--- src/rtl/my_mult_pkg.sv ---
// Shared constants for the sequential multiplier.
// State encodings, widths and the last iteration index.
package my_mult_pkg;

  localparam logic [1:0] ST_IDLE = 2'd0;
  localparam logic [1:0] ST_RUN  = 2'd1;
  localparam logic [1:0] ST_DONE = 2'd2;

  localparam int WIDTH = 32;
  localparam int CNT_W = 5;

  localparam logic [CNT_W-1:0] ITER_LAST = 5'd31;

endpackage

--- src/rtl/my_seq_multiplier_if.sv ---
// Start/busy/done handshake bundle for the multiplier.
// The master issues operands; the slave returns the product.
interface my_seq_multiplier_if;
  import my_mult_pkg::*;

  logic               start;
  logic [WIDTH-1:0]   multiplicand;
  logic [WIDTH-1:0]   multiplier;
  logic               busy;
  logic               done;
  logic [2*WIDTH-1:0] product;

  modport master (
    output start,
    output multiplicand,
    output multiplier,
    input  busy,
    input  done,
    input  product
  );

  modport slave (
    input  start,
    input  multiplicand,
    input  multiplier,
    output busy,
    output done,
    output product
  );

endinterface

--- src/rtl/my_32bit_adder.sv ---
// 32-bit ripple-carry adder built from a full-adder chain.
// Carry-in c0, sum s and carry-out c.
module my_32bit_adder (
  input  logic [31:0] a,
  input  logic [31:0] b,
  input  logic        c0,
  output logic [31:0] s,
  output logic        c
);

  logic [32:0] cy;

  assign cy[0] = c0;

  for (genvar i = 0; i < 32; i++) begin : g_fa
    assign s[i]    = a[i] ^ b[i] ^ cy[i];
    assign cy[i+1] = (a[i] & b[i])
                   | (cy[i] & (a[i] ^ b[i]));
  end

  assign c = cy[32];

endmodule

--- src/rtl/my_seq_multiplier.sv ---
// Unsigned 32x32->64 shift-and-add multiplier.
// One shared adder, one iteration per cycle, 33-cycle latency.
module my_seq_multiplier
  import my_mult_pkg::*;
#(
  parameter int WIDTH = 32
) (
  input  logic                 clk,
  input  logic                 rst_n,
  my_seq_multiplier_if.slave   bus
);

  logic [1:0]         state;
  logic [CNT_W-1:0]   cnt;
  logic [WIDTH-1:0]   mcand;
  logic [2*WIDTH-1:0] acc;
  logic               busy_q;
  logic               done_q;

  logic [WIDTH-1:0]   sum;
  logic               cout;

  my_32bit_adder u_add (
    .a  (acc[2*WIDTH-1:WIDTH]),
    .b  (mcand),
    .c0 (1'b0),
    .s  (sum),
    .c  (cout)
  );

  assign bus.busy    = busy_q;
  assign bus.done    = done_q;
  assign bus.product = acc;

  // FSM, iteration counter and datapath registers with registered flags
  always_ff @(posedge clk or negedge rst_n) begin
    if (!rst_n) begin
      state  <= ST_IDLE;
      cnt    <= '0;
      mcand  <= '0;
      acc    <= '0;
      busy_q <= 1'b0;
      done_q <= 1'b0;
    end else begin
      case (state)
        ST_IDLE: begin
          done_q <= 1'b0;
          if (bus.start) begin
            mcand  <= bus.multiplicand;
            acc    <= {{WIDTH{1'b0}}, bus.multiplier};
            cnt    <= '0;
            state  <= ST_RUN;
            busy_q <= 1'b1;
          end
        end
        ST_RUN: begin
          if (acc[0]) begin
            acc <= {cout, sum, acc[WIDTH-1:1]};
          end else begin
            acc <= {1'b0, acc[2*WIDTH-1:WIDTH],
                    acc[WIDTH-1:1]};
          end
          cnt <= cnt + 1'b1;
          if (cnt == ITER_LAST) begin
            state  <= ST_DONE;
            busy_q <= 1'b0;
            done_q <= 1'b1;
          end
        end
        ST_DONE: begin
          done_q <= 1'b0;
          if (bus.start) begin
            mcand  <= bus.multiplicand;
            acc    <= {{WIDTH{1'b0}}, bus.multiplier};
            cnt    <= '0;
            state  <= ST_RUN;
            busy_q <= 1'b1;
          end else begin
            state  <= ST_IDLE;
          end
        end
        default: begin
          state  <= ST_IDLE;
          busy_q <= 1'b0;
          done_q <= 1'b0;
        end
      endcase
    end
  end

endmodule

--- src/flat_wrapper.sv ---
// flat-port wrapper written by rule: the top's interface ports become plain ports
module my_seq_multiplier_flat import my_mult_pkg::*;
#(
  parameter int WIDTH = 32
)
  (clk, rst_n, bus_start, bus_multiplicand, bus_multiplier, bus_busy, bus_done, bus_product);
  my_seq_multiplier_if bus_i ();
  input  logic clk;
  input  logic rst_n;
  input wire logic [$bits(bus_i.start)-1:0] bus_start;
  input wire logic [$bits(bus_i.multiplicand)-1:0] bus_multiplicand;
  input wire logic [$bits(bus_i.multiplier)-1:0] bus_multiplier;
  output wire logic [$bits(bus_i.busy)-1:0] bus_busy;
  output wire logic [$bits(bus_i.done)-1:0] bus_done;
  output wire logic [$bits(bus_i.product)-1:0] bus_product;
  assign bus_i.start = bus_start;
  assign bus_i.multiplicand = bus_multiplicand;
  assign bus_i.multiplier = bus_multiplier;
  assign bus_busy = bus_i.busy;
  assign bus_done = bus_i.done;
  assign bus_product = bus_i.product;
  my_seq_multiplier #(.WIDTH(WIDTH)) u_core (.clk(clk), .rst_n(rst_n), .bus(bus_i));
endmodule
--- config.mk ---
export PLATFORM = sky130hd
export DESIGN_NAME = my_seq_multiplier_flat
export DESIGN_NICKNAME = d
export VERILOG_FILES = /design/src/rtl/my_mult_pkg.sv /design/src/rtl/my_seq_multiplier_if.sv /design/src/rtl/my_32bit_adder.sv /design/src/rtl/my_seq_multiplier.sv /design/src/flat_wrapper.sv
export SDC_FILE = /design/constraint.sdc
export NUM_CORES = 1
export LEC_CHECK = 0
export ABC_AREA = 1
export CORE_ASPECT_RATIO = 1.75
export CORE_MARGIN = 8
export CORE_UTILIZATION = 35
export DETAILED_ROUTE_END_ITERATION = 6
export SLEW_MARGIN = 10
export SYNTH_ARGS = -nofsm -noshare
export SYNTH_HDL_FRONTEND = slang
export SYNTH_SLANG_ARGS = --single-unit
--- constraint.sdc ---
create_clock -name clk -period 20.3 [get_ports clk]
set_clock_uncertainty 0.2 [all_clocks]
set_input_delay 2.03 -clock clk [delete_from_list [all_inputs] [get_ports clk]]
set_output_delay 2.03 -clock clk [all_outputs]
set_load 0.05 [all_outputs]
==> impl_metrics.py <==
metrics = {
    "run_status": {
        "status": "finished, final reports clean",
    },
    "setup_path": {
        "crit_path_top_delay_cell": "fa_1",
        "path_buf_inv": 2,
        "reg2reg_depth": 36,
        "crit_path_end_kind": "flop",
        "arrival_ns": 14.60,
        "cp_top_family": "adder cells",
        "timing.rr.start": "u_core.bus.product[32]",
        "cpPeakStageDelay_ns": 0.49,
        "r2r-end": "u_core.bus.product[62]",
        "r2r_slack_ns": 5.75,
        "crit_path_start_kind": "flop",
        "crit_path_max_fanout": 3,
        "crit_type": "reg2reg",
        "crit_path_frequent_cell": "fa_1",
        "cp.required_ns": 20.35,
    },
    "logic_synthesis": {
        "synthXorXnorAreaFrac_pct": 0,
        "synth_cells": 571,
        "synth_area_sq_um": 5428,
        "synth.yosys.warnings": 0,
        "seq_area_frac_synth_pct": 48.41,
        "ys_seq_elements": 105,
        "synth_adder_area_share_pct": 12.13,
        "synthMuxAreaShare_pct": 0,
        "syn-num-nets": 672,
        "synth-compound-area-share_pct": 11.57,
        "synth_top_family_by_area": "simple AND/OR/NAND/NOR gates",
        "syn_area_per_cell_sq_um": 9.506,
        "synth_cell_type_count": 25,
        "yosys.area_share.simple_pct": 22.04,
    },
    "cells_and_area": {
        "fillCellCount": 1512,
        "design_area_sq_um": 7072,
        "area_growth_pct": 30.29,
        "final_cell_mix": "nand2_1, clkdlybuf4s50_1, dfrtp_1, o21ai_0, nor2_1",
        "final_nets": 783,
        "multiInputGateArea_sq_um": 2482,
        "diodes": 0,
        "final_common_cell": "nand2_1",
        "layout-drive-gt1-share_pct": 9.621,
        "seq_area_sq_um": 2628,
    },
    "clock_tree": {
        "cts_buffer_depth": 2,
        "cts-resized-gates": 0,
        "numCtsBuffers": 9,
        "clock-sinks": 105,
        "clk_pin_slew_worst_paths_ns": 0.08,
        "root_buffer": "clkbuf_16",
        "cts_max_level": 3,
        "cts_hold_buf": 0,
        "clock_latency_ns": 0.35,
        "tritoncts": "yes",
        "postCtsSetupRepairBufs": 0,
    },
    "worst_hold_path": {
        "hold_depth": 2,
        "hold_end": "u_core.cnt[4]",
        "hold_class": "reg2reg",
        "hp-start": "u_core.cnt[4]",
    },
    "placement": {
        "io_buffers": 132,
        "placed_cell_area_sq_um": 6779,
        "dp_hpwl_um": 10590,
        "gp_congestion": 0.7905,
    },
    "die": {
        "core_area_sq_um": 15310,
        "pin_count": 133,
        "fp-row-count": 60,
        "die-area_sq_um": 19910,
        "die_y_um": 180.7,
        "initial_core_util_pct": 35.44,
        "die_w_um": 110.1,
    },
    "route": {
        "routedWlPerCell_um": 17.46,
        "drt_iter0_drc": 139,
        "drc": 0,
        "wl_um": 15230,
        "drt-pass1-iter-count": 4,
        "vias": 4366,
        "antenna_left": 0,
        "routed_via_density": 5.007,
    },
    "timing": {
        "finalMaxSlewViolations": 0,
        "timing.final.hold_violations": 0,
        "rsz0062_at_grt": "no",
        "finalSetupTns_ns": 0,
        "max_slew_margin_pct": 32.10,
        "fin_crit_ns": 14.55,
        "max_clock_freq_mhz": 68.71,
        "worstMarginPinSlew_ns": 1.017,
        "fin_crit_sh_pct": 71.69,
        "setup_viol": 0,
    },
    "grt": {
        "antenna_found_initial": 0,
        "grt_pass1_vias": 4528,
        "grt_max_degree": 73,
        "grt_usage_pct": 15.54,
        "grt-ovfl-total": 0,
        "grt_pass1_wl_um": 24430,
    },
    "job": {
        "cap_viol_max_count": 0,
    },
    "power": {
        "ir_drop_v": 0.00007751,
        "power.density_nw_per_um2": 194.2,
        "p_leak_nw": 3.208,
    },
}
through the flow:
step | utilization, % | std cells | worst slack [ns] | hold slack (ns) | power [mW]
2_1_floorplan | - | 571 | 6.114 | 0.2459 | 0.9743
3_3_place_gp | 44.26 | 857 | 5.848 | 0.2585 | 1.192
3_5_place_dp | 44.26 | 857 | 5.698 | 0.2688 | 1.216
4_1_cts | 46.18 | 872 | 5.622 | 0.2870 | 1.396
5_1_grt | 46.18 | 872 | 5.218 | 0.3194 | 1.482
6_report | 46.18 | 872 | 5.746 | 0.2810 | 1.373
per-layer routing:
layer  global-route usage, %  vias to the layer above  routed length, um
li1                        -                     2074                  -
met1                   18.41                     2148               6109
met2                   26.38                      129               7744
met3                   3.136                       15               1023
met4                   6.220                        0                350
met5                       0                        -                  0
worst max path at each step:
stage                             endpoint  cells after the start                   start  slack [ns]
detailed placement  u_core.bus.product[62]                     36  u_core.bus.product[32]        5.70
finish              u_core.bus.product[62]                     36  u_core.bus.product[32]        5.75
CTS                 u_core.bus.product[62]                     36  u_core.bus.product[32]        5.62
global route        u_core.bus.product[62]                     36  u_core.bus.product[32]        5.22
global placement    u_core.bus.product[62]                     36  u_core.bus.product[32]        5.85
floorplan           u_core.bus.product[62]                     36  u_core.bus.product[32]        6.11
state kept, by name (all words and copies together), names as in the netlist:
register	flops
u_core.bus.busy	1
u_core.cnt	5
u_core.state	2
u_core.mcand	32
u_core.bus.done	1
u_core.bus.product	64
worst min-delay path, cell delays in order, from the launching register on:
cell and delay, ns:
dfrtp_1 0.35, nand2_1 0.05, nand2_1 0.05
report_power, final:
group	total [mW]	internal [mW]	switching (mW)	leakage, nW
registers	0.405	0.310	0.0949	1.30
logic	0.793	0.271	0.522	1.77
clock network	0.175	0.0957	0.0789	0.138
area by class of cell:
class | instances | area share, %
Clock inverter | 6 | 0.9554
Sequential cell | 105 | 37.16
Tap cell | 186 | 3.291
Multi-Input combinational cell | 410 | 35.10
Inverter | 20 | 1.239
Timing Repair Buffer | 136 | 19.07
Clock buffer | 9 | 3.185
cells in the mapped netlist, drive strengths merged:
cell,count,area [sq um]
o21ai,58,331.6
fa,31,620.6
or2,28,175.2
o211ai,30,225.2
buf,22,177.7
nand2,173,680.7
nor2,41,170.2
nand3,34,170.2
a21oi,3,15.01
ha,3,37.54
dfrtp,105,2628
clkbuf,14,52.55
o22ai,9,56.30
inv,20,87.58
kinds of logic after synthesis:
kind of cell,count (synthesis)
compound gates,100
fa+ha+maj,34
flops,105
buf+inv,56
simple gates,276
No activity file was read; power rests on OpenSTA's default activity.
